$ cat src/rtl/lift_motion_ctrl.sv
// lift_motion_ctrl: per-car motion controller.
// Turns the scheduled direction into a timed one-floor move, followed by a dwell (HOLD) period.
// A door event or an arrival also starts the dwell period.
//
// Ports:
//   clk        in   clock, rising edge
//   reset      in   synchronous, active-high reset
//   enable     in   low freezes state, counter and outputs; arrive is forced to 0
//   door_open  in   door is open
//   cur_floor  in   current floor (1..NUM_FLOORS)
//   dir        in   scheduled direction: 00 STOP, 10 UP, 01 DOWN, 11 illegal
//   next_floor out  target floor while moving, otherwise the held floor
//   move       out  car in motion
//   move_dir   out  direction of the current move (10/01), 00 when idle
//   arrive     out  one-cycle strobe when a move completes
//   busy       out  high in MOVING or HOLD
//   err        out  sticky illegal-command flag
//
// Optional feature: define LIFT_MOTION_ERR_EN to enable the sticky err flag.
// When the macro is not defined, err is tied to 0 and illegal commands are silently ignored.
module lift_motion_ctrl #(
    parameter int unsigned NUM_FLOORS   = 7,
    parameter int unsigned FLOOR_W      = 3,
    parameter int unsigned CLK_PER_MOVE = 1000000000,
    parameter int unsigned CLK_PER_HOLD = 10000000,
    parameter int unsigned CNT_W        = 32
) (
    input  logic               clk,
    input  logic               reset,
    input  logic               enable,
    input  logic               door_open,
    input  logic [FLOOR_W-1:0] cur_floor,
    input  logic [1:0]         dir,
    output logic [FLOOR_W-1:0] next_floor,
    output logic               move,
    output logic [1:0]         move_dir,
    output logic               arrive,
    output logic               busy,
    output logic               err
);

    typedef enum logic [1:0] {StIdle, StMoving, StHold} state_e;

    localparam logic [1:0]         DirUp    = 2'b10;
    localparam logic [1:0]         DirDown  = 2'b01;
    localparam logic [1:0]         DirIll   = 2'b11;
    localparam logic [FLOOR_W-1:0] TopFloor = FLOOR_W'(NUM_FLOORS);
    localparam logic [FLOOR_W-1:0] OneFloor = FLOOR_W'(1);
    localparam logic [CNT_W-1:0]   MoveLoad = CNT_W'(CLK_PER_MOVE - 1);
    localparam logic [CNT_W-1:0]   HoldLoad = CNT_W'(CLK_PER_HOLD - 1);

    state_e             state_q, state_d;
    logic [CNT_W-1:0]   cnt_q, cnt_d;
    logic [FLOOR_W-1:0] next_floor_q, next_floor_d;
    logic               move_q, move_d;
    logic [1:0]         move_dir_q, move_dir_d;
    logic               arrive_q, arrive_d;
    logic               illegal;
`ifdef LIFT_MOTION_ERR_EN
    logic               err_q, err_d;
`endif

    // A floor outside 1..NUM_FLOORS makes every command illegal, including STOP.
    assign illegal = (dir == DirIll) ||
                     (cur_floor == '0) || (cur_floor > TopFloor) ||
                     ((dir == DirUp) && (cur_floor >= TopFloor)) ||
                     ((dir == DirDown) && (cur_floor <= OneFloor));

    // State register
    always_ff @(posedge clk) begin
        if (reset) begin
            state_q      <= StIdle;
            cnt_q        <= '0;
            next_floor_q <= OneFloor;
            move_q       <= 1'b0;
            move_dir_q   <= 2'b00;
            arrive_q     <= 1'b0;
`ifdef LIFT_MOTION_ERR_EN
            err_q        <= 1'b0;
`endif
        end else begin
            state_q      <= state_d;
            cnt_q        <= cnt_d;
            next_floor_q <= next_floor_d;
            move_q       <= move_d;
            move_dir_q   <= move_dir_d;
            arrive_q     <= arrive_d;
`ifdef LIFT_MOTION_ERR_EN
            err_q        <= err_d;
`endif
        end
    end

    // Next-state logic; with enable low everything holds except the arrive strobe.
    always_comb begin
        state_d      = state_q;
        cnt_d        = cnt_q;
        next_floor_d = next_floor_q;
        move_d       = move_q;
        move_dir_d   = move_dir_q;
        arrive_d     = 1'b0;
`ifdef LIFT_MOTION_ERR_EN
        err_d        = err_q;
`endif
        if (enable) begin
            unique case (state_q)
                StIdle: begin
                    if (door_open) begin
                        next_floor_d = cur_floor;
                        cnt_d        = HoldLoad;
                        state_d      = StHold;
                    end else if (illegal) begin
                        next_floor_d = cur_floor;
`ifdef LIFT_MOTION_ERR_EN
                        err_d        = 1'b1;
`endif
                    end else if (dir == DirUp) begin
                        next_floor_d = cur_floor + OneFloor;
                        move_d       = 1'b1;
                        move_dir_d   = DirUp;
                        cnt_d        = MoveLoad;
                        state_d      = StMoving;
                    end else if (dir == DirDown) begin
                        next_floor_d = cur_floor - OneFloor;
                        move_d       = 1'b1;
                        move_dir_d   = DirDown;
                        cnt_d        = MoveLoad;
                        state_d      = StMoving;
                    end else begin
                        next_floor_d = cur_floor;
                    end
                end
                StMoving: begin
                    // door_open and dir are ignored: a started move always completes.
                    if (cnt_q != '0) begin
                        cnt_d = cnt_q - 1'b1;
                    end else begin
                        move_d     = 1'b0;
                        move_dir_d = 2'b00;
                        arrive_d   = 1'b1;
                        cnt_d      = HoldLoad;
                        state_d    = StHold;
                    end
                end
                StHold: begin
                    if (cnt_q != '0) begin
                        cnt_d = cnt_q - 1'b1;
                    end else begin
                        state_d = StIdle;
                    end
                end
                default: state_d = StIdle;
            endcase
        end
    end

    // Outputs
    always_comb begin
        next_floor = next_floor_q;
        move       = move_q;
        move_dir   = move_dir_q;
        arrive     = arrive_q & enable;
        busy       = (state_q != StIdle);
`ifdef LIFT_MOTION_ERR_EN
        err        = err_q;
`else
        err        = 1'b0;
`endif
    end

endmodule

$ cat config.mk
export PLATFORM = sky130hd
export DESIGN_NAME = lift_motion_ctrl
export DESIGN_NICKNAME = d
export VERILOG_FILES = /design/src/rtl/lift_motion_ctrl.sv
export SDC_FILE = /design/constraint.sdc
export NUM_CORES = 1
export LEC_CHECK = 0
export ABC_AREA = 1
export CAP_MARGIN = 30
export CELL_PAD_IN_SITES_DETAIL_PLACEMENT = 0
export CELL_PAD_IN_SITES_GLOBAL_PLACEMENT = 2
export CORE_UTILIZATION = 35
export DETAILED_ROUTE_END_ITERATION = 8
export PLACE_DENSITY = 0.92
export SYNTH_ARGS = -nofsm -noshare
export SYNTH_HDL_FRONTEND = slang
export SYNTH_SLANG_ARGS = --single-unit
$ cat constraint.sdc
create_clock -name clk -period 5.3 [get_ports clk]
set_input_delay 0.795 -clock clk [delete_from_list [all_inputs] [get_ports clk]]
set_output_delay 0.795 -clock clk [all_outputs]
set_load 0.01 [all_outputs]
==> results of run 1 <==
[cell type report]
class                           instances  area, µm²  area share
Clock buffer                            7       86.3      0.0275
Inverter                               62        234      0.0746
Multi-Input combinational cell        334       1710       0.545
Sequential cell                        41        821       0.262
Tap cell                              102        128      0.0407
Timing Repair Buffer                   16        160      0.0510
[through the flow]
stage	hold slack (ns)	instances	worst slack (ns)	utilization
after floorplan	0.456	447	2.98	-
after global placement	0.457	555	1.63	0.393
after detailed placement	0.459	555	1.53	0.393
after CTS	0.474	562	1.86	0.404
after global routing	0.486	562	1.59	0.404
final	0.472	562	1.87	0.404
[power by group through the flow]
stage / clock network [mW] / registers, mW / logic [mW]
6_report: 0.216 / 0.390 / 0.437
5_1_grt: 0.238 / 0.397 / 0.502
4_1_cts: 0.223 / 0.389 / 0.438
3_5_place_dp: 0 / 0.396 / 0.435
3_3_place_gp: 0 / 0.396 / 0.435
2_1_floorplan: 0 / 0.388 / 0.329
[layer usage]
metal	vias up	routed length, µm	GRT usage
li1	1449	-	-
met1	1258	3640	0.244
met2	29	3330	0.315
met3	11	152	0.0274
met4	0	119	0.0547
met5	-	0	0
[cell families after synthesis]
family | Yosys count | synth area share
flip-flops | 41 | 0.291
XOR/XNOR | 14 | 0.0435
AND/OR/NAND/NOR | 231 | 0.361
AO/OA/AOI/OAI | 75 | 0.143
other | 1 | 0.00133
adder cells (fa/ha/maj) | 13 | 0.0577
buffers and inverters | 72 | 0.102
[flip-flops by register name, indices dropped and copies added, names as in the netlist]
signal	flops
state_q	2
cnt_q	32
next_floor	3
arrive_q	1
move	1
move_dir	2
[layout by cell type (no fill, tap or decap), types with 2 or more instances in the layout]
| master | n |
|---|---|
| nor2_1 | 88 |
| o21ai_0 | 29 |
| nor3_1 | 2 |
| dfxtp_1 | 41 |
| nand2_1 | 84 |
| inv_1 | 59 |
| a21oi_1 | 34 |
| ha_1 | 13 |
| clkdlybuf4s50_1 | 16 |
| nor2_4 | 3 |
| nand2_2 | 5 |
| o211ai_1 | 6 |
| xor2_1 | 12 |
| o21ai_1 | 3 |
| clkbuf_8 | 6 |
| nor2_2 | 4 |
| nand3_1 | 27 |
| xnor2_1 | 2 |
| nand4_1 | 9 |
| nor4_1 | 3 |
| nand3b_1 | 2 |
[worst paths after layout]
check,start,cells past startpoint,endpoint
worst min-delay path,move_dir[0]$_SDFFE_PP0P_,2,move_dir[0]$_SDFFE_PP0P_
worst min register to register,move_dir[0]$_SDFFE_PP0P_,2,move_dir[0]$_SDFFE_PP0P_
worst max register to register,state_q[0]$_SDFFE_PP0P_,10,cnt_q[8]$_SDFFE_PP0P_
worst max-delay path,cur_floor[1],13,cnt_q[8]$_SDFFE_PP0P_
[worst max-delay path, stage by stage]
cell and delay, ns:
clkdlybuf4s50_1 0.49, ha_1 0.23, ha_1 0.19, nand2_1 0.07, nand2_1 0.04, nor2_1 0.16
nand3_1 0.10, nand2_1 0.07, nand2_1 0.09, nor2_4 0.82, nand2_2 0.25, inv_1 0.21
a21oi_1 0.08
==> out/metrics.csv, run 1 <==
metric,value,unit
ant_nets,0,
die_area,8410,µm²
syn_avg_cell_area,6.30,µm²
root_buffer,clkbuf_8,
numCtsBuffers,5,
dpl_cell_area,3050,µm²
wire_per_inst,12.9,µm
synthesis.area,2820,µm²
end_kind,flop,
totalWireLength,7250,µm
initial_core_util,0.363,
maxSlewHeadroom,0.306,
yosys.area.top_type,dfxtp_1,
grt_start_max_net_pins,42,
async_flop_share,0,
ir_drop,132,µV
max-cap-violations,0,
slew_viol_final,0,
cts_buffer_depth,2,
chipWidth,91.7,µm
hold_path_class,reg -> reg,
drc,0,
vias_per_cell,4.89,
clock_latency,0.30,ns
hold_viol,0,
synth_seq_cells,41,
io_pins,18,
drt_iter0_drc,76,
fp-row-count,32,
grt_pass1_wl,12500,µm
p_sw,443,µW
internal_power,600,µW
die_h,91.7,µm
firstDrtPassIters,4,
cp.arrival,3.61,ns
sw_frac_of_total,0.425,
fmaxAchievable,292,MHz
antenna_found_initial,0,
critPathKind,in -> reg,
outcome,"finished, final reports clean",
rsz0062_at_grt,no,
yosys.area.top_type_share,0.291,
cts_resized,0,
syn_inst,447,
synth.distinct_cells,34,
gr-total-overflow,0,
r2r_setup_slack,2.76,ns
synth_commonest_cells,"88 x nor2_1, 84 x nand2_1, 59 x inv_1, 41 x dfxtp_1, 34 x a21oi_1",
synth_flop_cell,dfxtp_1,
yosysWarningCount,0,
clock_skew,0.00793,ns
pwr-share-comb,0.419,
final_area,3140,µm²
clk_pin_slew_worst_paths,0.08,ns
fillers,867,
setup_viol,0,
drive_gt1_frac,0.0543,
via_count,2747,
numPortBuffers,16,
worstMarginPinSlew,1.04,ns
routabilityCongestion,0.823,
cts_setup_buffers,0,
htreeDepth,2,
core,7770,µm²
seq_power_share,0.374,
grt_pass1_vias,2630,
synth-edff-count,0,
postCtsHoldBufs,0,
startpoint_type,input port,
track_usage,0.186,
synth_seq_area_share,0.291,
yosys.cell_count.top_type,nor2_1,
synth_area_leaders,"dfxtp_1 29%, nor2_1 12%, nand2_1 11%, inv_1 7.9%, a21oi_1 6.0%",
fin_crit,3.43,ns
clkPwrFrac,0.207,
tritoncts,built,
period_share,0.647,
tns,0,ns
hpwlAfterDp,5310,µm
cp.required,5.48,ns
synth_fp_nets,469,
p_leak,1.43,nW
cp_max_fo,41,
fin_nets,482,
power.density,332,nW/µm²
area_delta_synth_final,11.4,%
n_antenna_cell,0,
cts_sinks,41,
p_total,1.04,mW
(Power assumes the default switching activity.)
==> run 2: changes to the inputs <==
- CORE_UTILIZATION: 35 -> 29
- PLACE_DENSITY: 0.92 -> 0.82
- clock period: 5.3 -> 3 ns (I/O delays scaled with it)
==> run 2 against run 1 <==
  * Final area grew 3.6%
  * Sequential share of layout area down 0.92 points
  * Utilization decreased by 5.5 points
  * Clock skew decreased by 0.00091 ns
  * Power increased by 82%
  * Wire length grew 2.5%
  * Register-to-register slack worse by 1.9 ns
  * First-iteration DRC count up 5.3%
  * Combinational power rose by 82%
  * Worst setup slack lost 1.3 ns
  * Via count decreased by 0.73%
  * Critical endpoint is now cnt_q[31]$_SDFFE_PP0P_
  * Largest power group unchanged
  * Highest routed layer unchanged
==> out/metrics.csv, run 2 (same netlist as run 1, synthesis figures left out) <==
metric,value,unit
outcome,"finished, final reports clean",
largest_reg_flops,32,
setup_viol,0,
core,9330,µm²
power.density,585,nW/µm²
antenna_found_initial,0,
hold_path_startpoint,move_dir[0]$_SDFFE_PP0P_,
grt_pass1_wl,13000,µm
grt_start_max_net_pins,29,
hold_slack,0.473,ns
drt_iter0_drc,80,
numPortBuffers,16,
clk_pin_slew_worst_paths,0.08,ns
fp-row-count,35,
critical_path.endpoint,cnt_q[31]$_SDFFE_PP0P_,
cp.arrival,2.68,ns
regArea,821,µm²
hold_viol,0,
n_antenna_cell,0,
drc,0,
startpoint_type,input port,
grt_pass1_vias,2783,
final_common_cell,nor2_1,
maxSlewHeadroom,0.563,
cts_resized,0,
drive_gt1_frac,0.0726,
gr-total-overflow,0,
wire_per_inst,12.4,µm
max-cap-violations,0,
fin_nets,489,
area_delta_synth_final,15.4,%
clock_latency,0.30,ns
crit_start,cur_floor[0],
final_cell_mix,"88 x nor2_1, 84 x nand2_1, 59 x inv_1, 41 x dfxtp_1, 34 x a21oi_1",
rsz0062_at_grt,no,
end_kind,flop,
via_count,2727,
vias_per_cell,4.57,
utilization,0.349,
worstMarginPinSlew,0.650,ns
track_usage,0.161,
r2r-end,cnt_q[18]$_SDFFE_PP0P_,
totalWireLength,7430,µm
die_h,101,µm
firstDrtPassIters,4,
clock_skew,0.00702,ns
tritoncts,built,
multi_input_area,1710,µm²
initial_core_util,0.302,
fmaxAchievable,408,MHz
die_area,10100,µm²
routabilityCongestion,0.802,
setup_ws,0.552,ns
io_pins,18,
numCtsBuffers,5,
hold_path_class,reg -> reg,
ant_nets,0,
tns,0,ns
critPathKind,in -> reg,
final_cell_count_no_fill,597,
cp_max_fo,24,
r2r_setup_slack,0.81,ns
top_register,cnt_q,
dp_cells,589,
r2r-start,cnt_q[0]$_SDFFE_PP0P_,
htreeDepth,2,
p_leak,1.48,nW
cts_sinks,41,
r2r_cells,10,
hpwlAfterDp,5680,µm
fillers,1079,
cts_buffer_depth,2,
cp.required,3.24,ns
pre_cts_slack,0.233,ns
root_buffer,clkbuf_8,
cts_setup_buffers,0,
slew_viol_final,0,
chipWidth,101,µm
period_share,0.816,
fin_crit,2.45,ns
ir_drop,217,µV
postCtsHoldBufs,0,
[run 2: worst max-delay path, stage by stage]
cell             delay [ns]
clkdlybuf4s50_1        0.48
ha_1                   0.24
ha_1                   0.19
nand2_1                0.07
nand2_1                0.04
nor2_1                 0.16
nand3_1                0.09
nand2_1                0.06
nand2_1                0.09
nor2_4                 0.17
buf_4                  0.28
nand2_1                0.11
nand2_1                0.07
nand3_1                0.06
nor2_1                 0.09
[run 2: how the worst min path moves through the flow]
stage | to | slack [ns] | depth (start not counted)
3_3_place_gp | next_floor[2]$_SDFFE_PP0P_ | 0.46 | 2
4_1_cts | move_dir[0]$_SDFFE_PP0P_ | 0.48 | 2
3_5_place_dp | next_floor[2]$_SDFFE_PP0P_ | 0.46 | 2
5_1_grt | move_dir[0]$_SDFFE_PP0P_ | 0.51 | 2
6_report | move_dir[0]$_SDFFE_PP0P_ | 0.47 | 2
2_1_floorplan | cnt_q[22]$_SDFFE_PP0P_ | 0.46 | 2
[run 2: final cells by class]
type / instances / share of cell area
Clock inverter: 1 / 0.00154
Multi-Input combinational cell: 334 / 0.526
Timing Repair Buffer: 23 / 0.0693
Tap cell: 129 / 0.0496
Clock buffer: 7 / 0.0296
Sequential cell: 41 / 0.252
Inverter: 62 / 0.0720
[run 2: layer usage]
metal  wire length [µm]  track usage  share of wire  vias up
met4                 53       0.0346         0.0071        0
met2               3470        0.281           0.47       38
met5                  0            0              0        -
li1                   -            -              -     1460
met3                176       0.0243          0.024        5
met1               3730        0.211           0.50     1224
[run 2: stage by stage]
stage / cell area [µm²] / total power, mW
floorplan: 2820 / 1.27
global placement: 3150 / 1.50
detailed placement: 3150 / 1.50
CTS: 3250 / 1.93
global route: 3250 / 2.07
finish: 3250 / 1.90
[run 2: power by group]
part	internal (mW)	switching, mW	leakage [nW]
Sequential	0.615	0.0744	0.337
Clock	0.208	0.208	0.0542
Combinational	0.280	0.515	1.09
Total	1.10	0.797	1.48
==> run 3: changes to the inputs <==
- CORE_UTILIZATION: 29 -> 32
- PLACE_DENSITY: 0.82 -> 0.86
- clock period: 3 -> 2.45 ns (I/O delays scaled with it)
==> run 3 against run 2 <==
  * Count of clock-buffer cells in the layout unchanged
  * Global-route usage grew 1.4 points
  * Flip-flop and latch count stayed put
  * Critical endpoint is now cnt_q[4]$_SDFFE_PP0P_
  * Critical path depth down 1
  * Sequential power is 22% higher
  * Non-clock buffer count is 6 higher
  * Register-to-register slack worse by 0.45 ns
  * Final area unchanged
  * Sequential share of layout area unchanged
  * Clock power is 11% higher
  * Via count is 3.0% higher
==> out/metrics.csv, run 3 (same netlist as run 1, synthesis figures left out) <==
metric,value,unit
top_register,cnt_q,
p_leak,1.50,nW
end_kind,flop,
slew_viol_final,0,
n_antenna_cell,0,
worstMarginPinSlew,0.563,ns
root_buffer,clkbuf_8,
grt_busiest_layer,met2,
cts_resized,0,
largest_reg_flops,32,
grt_start_max_net_pins,32,
drive_gt1_frac,0.0803,
cp.arrival,2.46,ns
critPathSlowestCell,clkdlybuf4s50_1,
cts_buffer_depth,2,
hold_viol,0,
numPortBuffers,16,
startpoint_type,input port,
pre_cts_slack,-0.0951,ns
fmaxAchievable,447,MHz
numCtsBuffers,5,
final_cell_mix,"88 x nor2_1, 84 x nand2_1, 59 x inv_1, 41 x dfxtp_1, 34 x a21oi_1",
grt_pass1_vias,2670,
wire_per_inst,12.9,µm
die_area,9180,µm²
core,8380,µm²
postCtsHoldBufs,0,
met2_usage,0.311,
fp-row-count,33,
htreeDepth,2,
min_path_cells,2,
p_total,2.29,mW
ir_drop,376,µV
fillers,942,
cp_max_fo,6,
antenna_found_initial,0,
gr-total-overflow,0,
max-cap-violations,0,
setup_ws,0.215,ns
die_h,95.8,µm
power.density,705,nW/µm²
totalWireLength,7460,µm
setup_viol,0,
cpMostUsedCell,nand2_1,
cts_sinks,41,
clock_skew,0.00435,ns
clock_latency,0.29,ns
dp_cells,571,
tritoncts,built,
crit_chain,clkdlybuf4s50_1 > ha_1 > ha_1 > nand2_1 > nand2_1 > nor2_1 > nand3_1 > nand2_1 > nand2_1 > nor2_4 > buf_4 > buf_4 > o21ai_0 > nor2_1,
fin_crit,2.24,ns
maxSlewHeadroom,0.622,
final_common_cell,nor2_1,
fin_nets,495,
ant_nets,0,
via_count,2810,
grt_pass1_wl,12600,µm
critPathKind,in -> reg,
period_share,0.912,
outcome,"finished, final reports clean",
drc,0,
utilization,0.388,
met1_usage,0.225,
initial_core_util,0.336,
track_usage,0.176,
drt_iter0_drc,91,
vias_per_cell,4.86,
r2r_cells,10,
use_met3,0.0261,
io_pins,18,
final_cell_count_no_fill,578,
area_delta_synth_final,15.4,%
hold_path_class,reg -> reg,
hpwlAfterDp,5740,µm
rsz0062_at_grt,no,
cp_slowest_stage_delay,0.42,ns
cts_setup_buffers,0,
cp.required,2.68,ns
chipWidth,95.8,µm
clk_pin_slew_worst_paths,0.08,ns
routabilityCongestion,0.822,
firstDrtPassIters,6,
tns,0,ns
run 3: changes by cell type in the layout (fill, tap and decap cells not counted), sizes merged:
cell,delta
clkinv,-1
buf,+6
run 3: routing by layer:
metal  part of all wire  routed length [µm]
met2               0.48                3570
met1               0.48                3610
met4              0.013                  96
met3              0.026                 192
met5                  0                   0
run 3: worst paths after layout:
kind	start	to	slack, ns
max	cur_floor[0]	cnt_q[4]$_SDFFE_PP0P_	0.21
min	move_dir[0]$_SDFFE_PP0P_	move_dir[0]$_SDFFE_PP0P_	0.47
max reg2reg	cnt_q[0]$_SDFFE_PP0P_	cnt_q[18]$_SDFFE_PP0P_	0.36
min reg2reg	move_dir[0]$_SDFFE_PP0P_	move_dir[0]$_SDFFE_PP0P_	0.47
run 3: area by class of cell:
type	count	area (µm²)	area share
Multi-Input combinational cell	334	1710	0.526
Sequential cell	41	821	0.252
Timing Repair Buffer	29	270	0.0831
Inverter	62	234	0.0720
Tap cell	105	131	0.0404
Clock buffer	7	86.3	0.0265
run 3: metrics by stage:
stage          area (µm²)  hold slack, ns
2_1_floorplan        2820           0.456
3_3_place_gp         3170           0.454
3_5_place_dp         3170           0.459
4_1_cts              3250           0.472
5_1_grt              3250           0.486
6_report             3250           0.468
run 3: critical path: cells and delay by family:
kind	cells	cell delay, ns
AO/OA/AOI/OAI	1	0.08
buffers and inverters	3	0.76
AND/OR/NAND/NOR	8	0.85
adder cells (fa/ha/maj)	2	0.39
run 3: power by group:
group          internal [mW]  switching (mW)
clock network          0.224           0.239
registers              0.753          0.0883
logic                  0.352           0.634
